## config.mk

```make
export PLATFORM = sky130hd
export DESIGN_NAME = uart_frame_rx
export DESIGN_NICKNAME = d
export VERILOG_FILES = /design/src/rtl/uart_pkg.sv /design/src/rtl/uart_byte_rx.sv /design/src/rtl/uart_frame_rx.sv
export SDC_FILE = /design/constraint.sdc
export NUM_CORES = 1
export LEC_CHECK = 0
export CAP_MARGIN = 25
export CORE_UTILIZATION = 29
export CTS_CLUSTER_DIAMETER = 60
export DETAILED_ROUTE_END_ITERATION = 6
export GPL_ROUTABILITY_DRIVEN = 1
export GPL_TIMING_DRIVEN = 0
export MAX_ROUTING_LAYER = met4
export PLACE_DENSITY = 0.47
export SLEW_MARGIN = 20
export SYNTH_ARGS = -nofsm -noshare
export SYNTH_HDL_FRONTEND = slang
export SYNTH_SLANG_ARGS = --single-unit
```

## constraint.sdc

```tcl
create_clock -name clk_in -period 3.1 [get_ports clk_in]
set_input_delay 0.62 -clock clk_in [delete_from_list [all_inputs] [get_ports clk_in]]
set_output_delay 0.62 -clock clk_in [all_outputs]
set_load 0.01 [all_outputs]
```

## src/rtl/uart_pkg.sv

```systemverilog
// Shared types and constants for the UART frame receiver: line-state enum,
// parity modes, oversample rate and err_out bit positions.
package uart_pkg;

  typedef enum logic [1:0] {
    PAR_NONE = 2'd0,
    PAR_EVEN = 2'd1,
    PAR_ODD  = 2'd2
  } parity_e;

  typedef enum logic [2:0] {
    ST_IDLE,
    ST_START,
    ST_DATA,
    ST_PARITY,
    ST_STOP,
    ST_WAIT_HIGH
  } rx_state_e;

  localparam int OS_RATE = 16;

  localparam int ERR_PARITY  = 0;
  localparam int ERR_FRAMING = 1;
  localparam int ERR_OVERRUN = 2;
  localparam int ERR_TIMEOUT = 3;

  // Rounded clock cycles per oversample tick.
  function automatic int os_div(input longint clk_hz, input longint baud);
    return int'((clk_hz + baud * (OS_RATE / 2)) / (baud * OS_RATE));
  endfunction

endpackage

```

## src/rtl/uart_byte_rx.sv

```systemverilog
// Bit-level UART receiver: input synchroniser, 16x oversampling, 3-sample
// majority vote, parity and stop checking. Emits one-cycle byte/error pulses.
module uart_byte_rx
  import uart_pkg::*;
#(
  parameter int      OS_DIV    = 1,
  parameter parity_e PARITY    = PAR_NONE,
  parameter int      STOP_BITS = 1
) (
  input  logic       clk_in,
  input  logic       rst_n_in,
  input  logic       rx_wire_in,
  output logic [7:0] byte_data,
  output logic       byte_valid,
  output logic       parity_err,
  output logic       framing_err,
  output logic       line_idle,
  output logic       start_det,
  output logic       tick
);

  localparam int DIV_W = (OS_DIV > 1) ? $clog2(OS_DIV) : 1;

  rx_state_e        state, state_next;
  logic             rx_meta, rx_sync, rx_prev;
  logic             fall;
  logic [DIV_W-1:0] div_cnt;
  logic [3:0]       os_cnt;
  logic [3:0]       hi_cnt;
  logic [1:0]       samp;
  logic [7:0]       shift_q;
  logic [2:0]       bit_idx;
  logic             par_bit;
  logic             stop_idx;
  logic             vote, par_bad;
  logic             done_ok, perr, ferr;
  logic             at_s7, at_s8, at_s9, at_end;

  assign tick   = (div_cnt == DIV_W'(OS_DIV - 1));
  assign fall   = rx_prev & ~rx_sync;
  assign at_s7  = tick && (os_cnt == 4'd7);
  assign at_s8  = tick && (os_cnt == 4'd8);
  assign at_s9  = tick && (os_cnt == 4'd9);
  assign at_end = tick && (os_cnt == 4'd15);

  // Ticks 7 and 8 are held in samp; tick 9 is the live synchronised line.
  assign vote = (samp[0] & samp[1]) | (samp[0] & rx_sync) | (samp[1] & rx_sync);

  assign par_bad = (PARITY == PAR_EVEN) ?  (^{shift_q, par_bit}) :
                   (PARITY == PAR_ODD)  ? ~(^{shift_q, par_bit}) : 1'b0;

  assign line_idle = (state == ST_IDLE);

  always_ff @(posedge clk_in or negedge rst_n_in) begin
    if (!rst_n_in) begin
      rx_meta <= 1'b1;
      rx_sync <= 1'b1;
      rx_prev <= 1'b1;
    end else begin
      rx_meta <= rx_wire_in;
      rx_sync <= rx_meta;
      rx_prev <= rx_sync;
    end
  end

  // NOTE: state flops use non-blocking assignment so every flop samples pre-edge values.
  always_ff @(posedge clk_in or negedge rst_n_in) begin
    if (!rst_n_in) state <= ST_IDLE;
    else            state <= state_next;
  end

  // NOTE: every output of this block gets a default first, so no path infers a latch.
  always_comb begin
    state_next = state;
    start_det  = 1'b0;
    done_ok    = 1'b0;
    perr       = 1'b0;
    ferr       = 1'b0;
    unique case (state)
      ST_IDLE: begin
        if (fall) begin
          state_next = ST_START;
          start_det  = 1'b1;
        end
      end
      ST_START: begin
        if (at_s8 && rx_sync) state_next = ST_IDLE;
        else if (at_end)      state_next = ST_DATA;
      end
      ST_DATA: begin
        if (at_end && bit_idx == 3'd7)
          state_next = (PARITY == PAR_NONE) ? ST_STOP : ST_PARITY;
      end
      ST_PARITY: begin
        if (at_end) state_next = ST_STOP;
      end
      ST_STOP: begin
        // Leave at mid-stop so the next start edge is never missed.
        if (at_s9) begin
          if (!vote) begin
            state_next = ST_WAIT_HIGH;
            ferr       = 1'b1;
          end else if (stop_idx == 1'(STOP_BITS - 1)) begin
            state_next = ST_IDLE;
            if (par_bad) perr    = 1'b1;
            else         done_ok = 1'b1;
          end
        end
      end
      ST_WAIT_HIGH: begin
        if (tick && rx_sync && hi_cnt == 4'd15) state_next = ST_IDLE;
      end
      default: state_next = ST_IDLE;
    endcase
  end

  always_ff @(posedge clk_in or negedge rst_n_in) begin
    if (!rst_n_in) begin
      div_cnt     <= '0;
      os_cnt      <= '0;
      hi_cnt      <= '0;
      samp        <= '0;
      shift_q     <= '0;
      bit_idx     <= '0;
      par_bit     <= 1'b0;
      stop_idx    <= 1'b0;
      byte_data   <= '0;
      byte_valid  <= 1'b0;
      parity_err  <= 1'b0;
      framing_err <= 1'b0;
    end else begin
      if (start_det || tick) div_cnt <= '0;
      else                   div_cnt <= div_cnt + 1'b1;

      if (start_det) os_cnt <= '0;
      else if (tick) os_cnt <= os_cnt + 1'b1;

      if (at_s7) samp[0] <= rx_sync;
      if (at_s8) samp[1] <= rx_sync;

      if (state == ST_DATA && at_s9)   shift_q <= {vote, shift_q[7:1]};
      if (state == ST_PARITY && at_s9) par_bit <= vote;

      if (state == ST_START)                bit_idx <= '0;
      else if (state == ST_DATA && at_end)  bit_idx <= bit_idx + 1'b1;

      if (state != ST_STOP) stop_idx <= 1'b0;
      else if (at_end)      stop_idx <= 1'b1;

      if (state != ST_WAIT_HIGH) hi_cnt <= '0;
      else if (tick)             hi_cnt <= rx_sync ? hi_cnt + 1'b1 : 4'd0;

      if (done_ok) byte_data <= shift_q;
      byte_valid  <= done_ok;
      parity_err  <= perr;
      framing_err <= ferr;
    end
  end

endmodule

```

## src/rtl/uart_frame_rx.sv

```systemverilog
// Assembles FRAME_BYTES received bytes into one frame with a valid/ready
// handshake, overrun detection and an idle timeout on partial frames.
module uart_frame_rx
  import uart_pkg::*;
#(
  parameter int CLK_HZ       = 100_000_000,
  parameter int BAUD_RATE    = 115_200,
  parameter int FRAME_BYTES  = 16,
  parameter int PARITY       = 0,
  parameter int STOP_BITS    = 1,
  parameter int TIMEOUT_BITS = 20
) (
  input  logic                               clk_in,
  input  logic                               rst_n_in,
  input  logic                               rx_wire_in,
  output logic [8*FRAME_BYTES-1:0]           frame_out,
  output logic                               frame_valid_out,
  input  logic                               frame_ready_in,
  output logic [$clog2(FRAME_BYTES+1)-1:0]   byte_count_out,
  output logic [3:0]                         err_out
);

  localparam int      OS_DIV   = os_div(CLK_HZ, BAUD_RATE);
  localparam int      CNT_W    = $clog2(FRAME_BYTES + 1);
  localparam int      TO_TICKS = TIMEOUT_BITS * OS_RATE;
  localparam int      TO_W     = $clog2(TO_TICKS + 1);
  localparam parity_e PAR_MODE = parity_e'(PARITY);

  if (OS_DIV < 1 || FRAME_BYTES < 1 || FRAME_BYTES > 64 || PARITY < 0 || PARITY > 2 ||
      STOP_BITS < 1 || STOP_BITS > 2 || TIMEOUT_BITS < 1) begin : g_bad_params
    $error("uart_frame_rx: illegal parameter combination");
  end

  logic [7:0]               rx_byte;
  logic                     byte_valid, perr, ferr;
  logic                     line_idle, start_det, tick;
  logic [8*FRAME_BYTES-1:0] asm_q, full_frame;
  logic [TO_W-1:0]          to_cnt;
  logic                     last_byte, can_load, overrun;
  logic                     to_active, timeout_hit;
  logic [3:0]               err_next;

  uart_byte_rx #(
    .OS_DIV    (OS_DIV),
    .PARITY    (PAR_MODE),
    .STOP_BITS (STOP_BITS)
  ) u_byte_rx (
    .clk_in      (clk_in),
    .rst_n_in    (rst_n_in),
    .rx_wire_in  (rx_wire_in),
    .byte_data   (rx_byte),
    .byte_valid  (byte_valid),
    .parity_err  (perr),
    .framing_err (ferr),
    .line_idle   (line_idle),
    .start_det   (start_det),
    .tick        (tick)
  );

  assign last_byte   = byte_valid && (byte_count_out == CNT_W'(FRAME_BYTES - 1));
  // A same-cycle handshake frees the output register for the new frame.
  assign can_load    = !frame_valid_out || frame_ready_in;
  assign overrun     = last_byte && !can_load;
  assign to_active   = line_idle && (byte_count_out != '0);
  assign timeout_hit = to_active && tick && (to_cnt == TO_W'(TO_TICKS - 1));

  always_comb begin
    full_frame = asm_q;
    full_frame[int'(byte_count_out) * 8 +: 8] = rx_byte;
  end

  always_comb begin
    err_next              = '0;
    err_next[ERR_PARITY]  = perr;
    err_next[ERR_FRAMING] = ferr;
    err_next[ERR_OVERRUN] = overrun;
    err_next[ERR_TIMEOUT] = timeout_hit;
  end

  always_ff @(posedge clk_in or negedge rst_n_in) begin
    if (!rst_n_in)                     to_cnt <= '0;
    else if (start_det || !to_active)  to_cnt <= '0;
    else if (tick)                     to_cnt <= timeout_hit ? '0 : to_cnt + 1'b1;
  end

  // NOTE: the assembly register is plain flops rather than a RAM, so it takes the async reset.
  always_ff @(posedge clk_in or negedge rst_n_in) begin
    if (!rst_n_in) begin
      asm_q           <= '0;
      byte_count_out  <= '0;
      frame_out       <= '0;
      frame_valid_out <= 1'b0;
      err_out         <= '0;
    end else begin
      if (perr || ferr || timeout_hit) begin
        asm_q          <= '0;
        byte_count_out <= '0;
      end else if (byte_valid) begin
        asm_q[int'(byte_count_out) * 8 +: 8] <= rx_byte;
        byte_count_out <= last_byte ? '0 : byte_count_out + 1'b1;
      end

      if (last_byte && can_load) begin
        frame_out       <= full_frame;
        frame_valid_out <= 1'b1;
      end else if (frame_valid_out && frame_ready_in) begin
        frame_valid_out <= 1'b0;
      end

      err_out <= err_next;
    end
  end

endmodule

```

==> flow_summary.toml <==
[clocking]
cts-root-buf = "clkbuf_16"
h-tree-depth = 2
cts_made_buffers = 40
clockBufferDepth = 3
cts_tree = "built"
clk_latency_ps = 560
numClockSinks = 318
clk_pin_slew_ps = 60
cts-hold-fix-buffers = 0

[synthesis]
synth_mux_area_frac = 0.114
synth-adder-area-share = 0.0115
syn_inst = 1355
synthFlopType = "dfrtp_1"
synth-simple-area-share = 0.187
async_reset_ff_frac = 1.00
ys_warn_count = 0
synth.distinct_cells = 64
synth_top_area_frac = 0.568
synth_xor_area_frac = 0.0107
synth_top_family_by_area = "simple AND/OR/NAND/NOR gates"
synth_compound_area_frac = 0.0714
ys_seq_elements = 318
synth_nets = 1371
syn_avg_cell_area_um2 = 10.2
ys_seq_area_frac = 0.574
syn_area_um2 = 13900
synth_edf_count = 0
synth_top_area_cell = "dfrtp_1"
synth_area_leaders = "dfrtp_1 (57%), mux2i_1 (9.8%), nand2_1 (7.2%)"

[timing]
finalCriticalPeriod_ps = 2920
slew_headroom = 0.328
min_period_over_period = 0.943
timing.fmax_mhz = 342
fin_ws_ps = 175
slew_viol_final = 0
worstMarginPinSlew_ps = 998
fin_skew_ps = 30.1
finalSetupViolations = 0
hold_viol = 0

[routing]
ant_nets = 0
vias = 10341
drc_errors = 11
wl_per_cell_um = 18.5
viasPerCell = 4.74
drt_iter0_markers = 812
wirelength_um = 40400
first_pass_iters = 7

[global_route]
grt_antenna_before_repair = 0
grt_max_degree = 96
grt_pass1_vias = 10477
grt_pass1_wl_um = 63600
overflow = 0
grtUsageTotal = 0.175

[finish]
layout_commonest_cell = "dfrtp_1"
drive_gt1_frac = 0.104
most-common-layout-cells = "dfrtp_1 (313), nand2_1 (265), nor2_1 (172), clkdlybuf4s50_1 (139), mux2i_1 (134)"
fin_cells = 2183
antenna_cells = 0
syn_to_final_growth_pct = 26.7
nets = 1562

[placed_design]
placed_cells = 2105
place_ws_ps = -598
io_buffers = 140
finalWeightedCongestion = 0.800
dp.final_hpwl_um = 27700

[floorplanning]
ios = 142
rows = 79
initial_core_util = 0.296
core_region_area_um2 = 46900
die_y_um = 221
dieArea_um2 = 48700
die_width_um = 221

[worst_setup_path]
crit_path_end_kind = "register"
ff2ff_path_depth = 12
regToRegSetupSlack_ps = 180
arrival_ps = 3350
r2r-start = "byte_count_out[0]$_DFFE_PN0P_"
cp-start-kind = "register"
path_max_fanout = 10
endpoint = "asm_q[100]$_DFFE_PN0P_"
startpoint = "byte_count_out[0]$_DFFE_PN0P_"
timing.rr.end = "asm_q[100]$_DFFE_PN0P_"
required_ps = 3520
crit_type = "reg2reg"

[pwr]
ir_drop_v = 0.000325
p_leak_nw = 8.67
cellPowerDensity_nw_per_um2 = 514

[worst_hold_path]
hold_path.class = "in2async"

[outcome]
violations = "design-rule violations"
status = "complete, but fails checks"

[run]
drv_cap = 0
[power breakdown]
part | switching [W] | total (W) | internal [W] | leakage (nW)
sequential | 0.0000522 | 0.00426 | 0.00420 | 4.20
clock | 0.00185 | 0.00453 | 0.00268 | 0.617
combinational | 0.000164 | 0.000251 | 0.0000870 | 3.84
[final cells by class]
cell class              instances  area [µm²]
fillers                      4752       29300
flip-flops and latches        318        7960
multi-input cells             933        5580
repair buffers                151        1550
clock buffers                  60        1160
well taps                     607         759
plain buffers                  91         402
clock inverters                12         121
inverters                      11        45.0
[cells in the mapped netlist, types with 2 or more instances]
library cell and n:
nor3b_1 3, and4_1 2, nor3_1 7, dfrtp_1 315
a32oi_1 16, dfstp_2 3, xor2_1 10, mux2_2 20
nor4_1 4, or3_1 2, inv_1 11, o211ai_2 2
o2bb2ai_1 4, nor3_2 2, buf_1 5, or2_2 6
a211oi_1 2, nand4b_1 2, nor2_1 173, clkbuf_1 64
a31oi_1 9, ha_1 12, nor2b_1 7, o2111ai_1 3
o21ai_2 9, a21oi_1 84, nand4_1 12, o21ai_0 7
nand2b_1 15, and3_1 6, buf_2 22, nand3_1 61
and2_1 13, nand2_1 265, nand3b_1 4, mux2i_1 136
a41o_1 2, nor4b_1 2, o21ai_1 2, xnor2_1 7
[through the flow]
stage | instance area (µm²) | util | setup TNS (ps) | total power, W | hold slack [ps]
2_1_floorplan | 13900 | - | 0 | 0.00444 | 324
3_3_place_gp | 16000 | 0.342 | -4235950 | 0.00458 | 347
3_5_place_dp | 16100 | 0.344 | -87790 | 0.00459 | 350
4_1_cts | 17500 | 0.374 | -304 | 0.00919 | 34.5
5_1_grt | 17600 | 0.375 | -28.0 | 0.00942 | 64.3
6_report | 17600 | 0.375 | 0 | 0.00904 | 41.7
[worst max-delay path: stages (launching register included)]
cell        delay [ps]
dfrtp_2            410
clkinvlp_4         110
ha_1               190
clkbuf_4           180
inv_2              110
nor3_1              60
ha_2               360
nand3b_1           250
a211oi_2           320
clkbuf_4           290
o21ai_2            210
mux2i_1            240
nor2_1              50
[state kept, by name (all words and copies together), names as in the netlist, 2 cells and up]
name                 flops
u_byte_rx.state          3
frame_out              128
u_byte_rx.hi_cnt         4
u_byte_rx.shift_q        8
u_byte_rx.samp           2
u_byte_rx.os_cnt         4
byte_count_out           5
to_cnt                   9
err_out                  3
u_byte_rx.byte_data      8
u_byte_rx.bit_idx        3
asm_q                  128
u_byte_rx.div_cnt        6
[logic make-up (layout without fill, tap and decap cells)]
group           after synthesis  count (layout)
mux                         156             156
fa+ha+maj                    13              13
buf+inv                     104             325
simple gates                593             593
compound gates              153             153
other cells                   1               1
xor+xnor                     17              17
flops                       318             318
[routing by layer]
metal	up-vias	part of all wire	track usage
li1	4991	-	-
met1	5088	0.49	0.249
met2	215	0.45	0.259
met3	47	0.044	0.0300
met4	0	0.017	0.0418
met5	-	0	-
[how the worst min path moves through the flow]
stage          slack (ps)                        start                     endpoint  cells after the start
6_report               40                     rst_n_in    frame_out[38]$_DFFE_PN0P_                      1
4_1_cts                30                     rst_n_in         asm_q[5]$_DFFE_PN0P_                      1
5_1_grt                60                     rst_n_in         asm_q[5]$_DFFE_PN0P_                      1
3_3_place_gp          350  u_byte_rx.rx_meta$_DFF_PN1_  u_byte_rx.rx_sync$_DFF_PN1_                      0
2_1_floorplan         320                     rst_n_in         asm_q[0]$_DFFE_PN0P_                      0
3_5_place_dp          350  u_byte_rx.rx_meta$_DFF_PN1_  u_byte_rx.rx_sync$_DFF_PN1_                      0
[repair_timing]
action                                  4_1_cts  5_1_grt
buffers inserted                              4        4
pin swaps                                     3        1
endpoints found under the setup margin      207      188
gates resized for setup                      25        9
(Power assumes the default switching activity.)
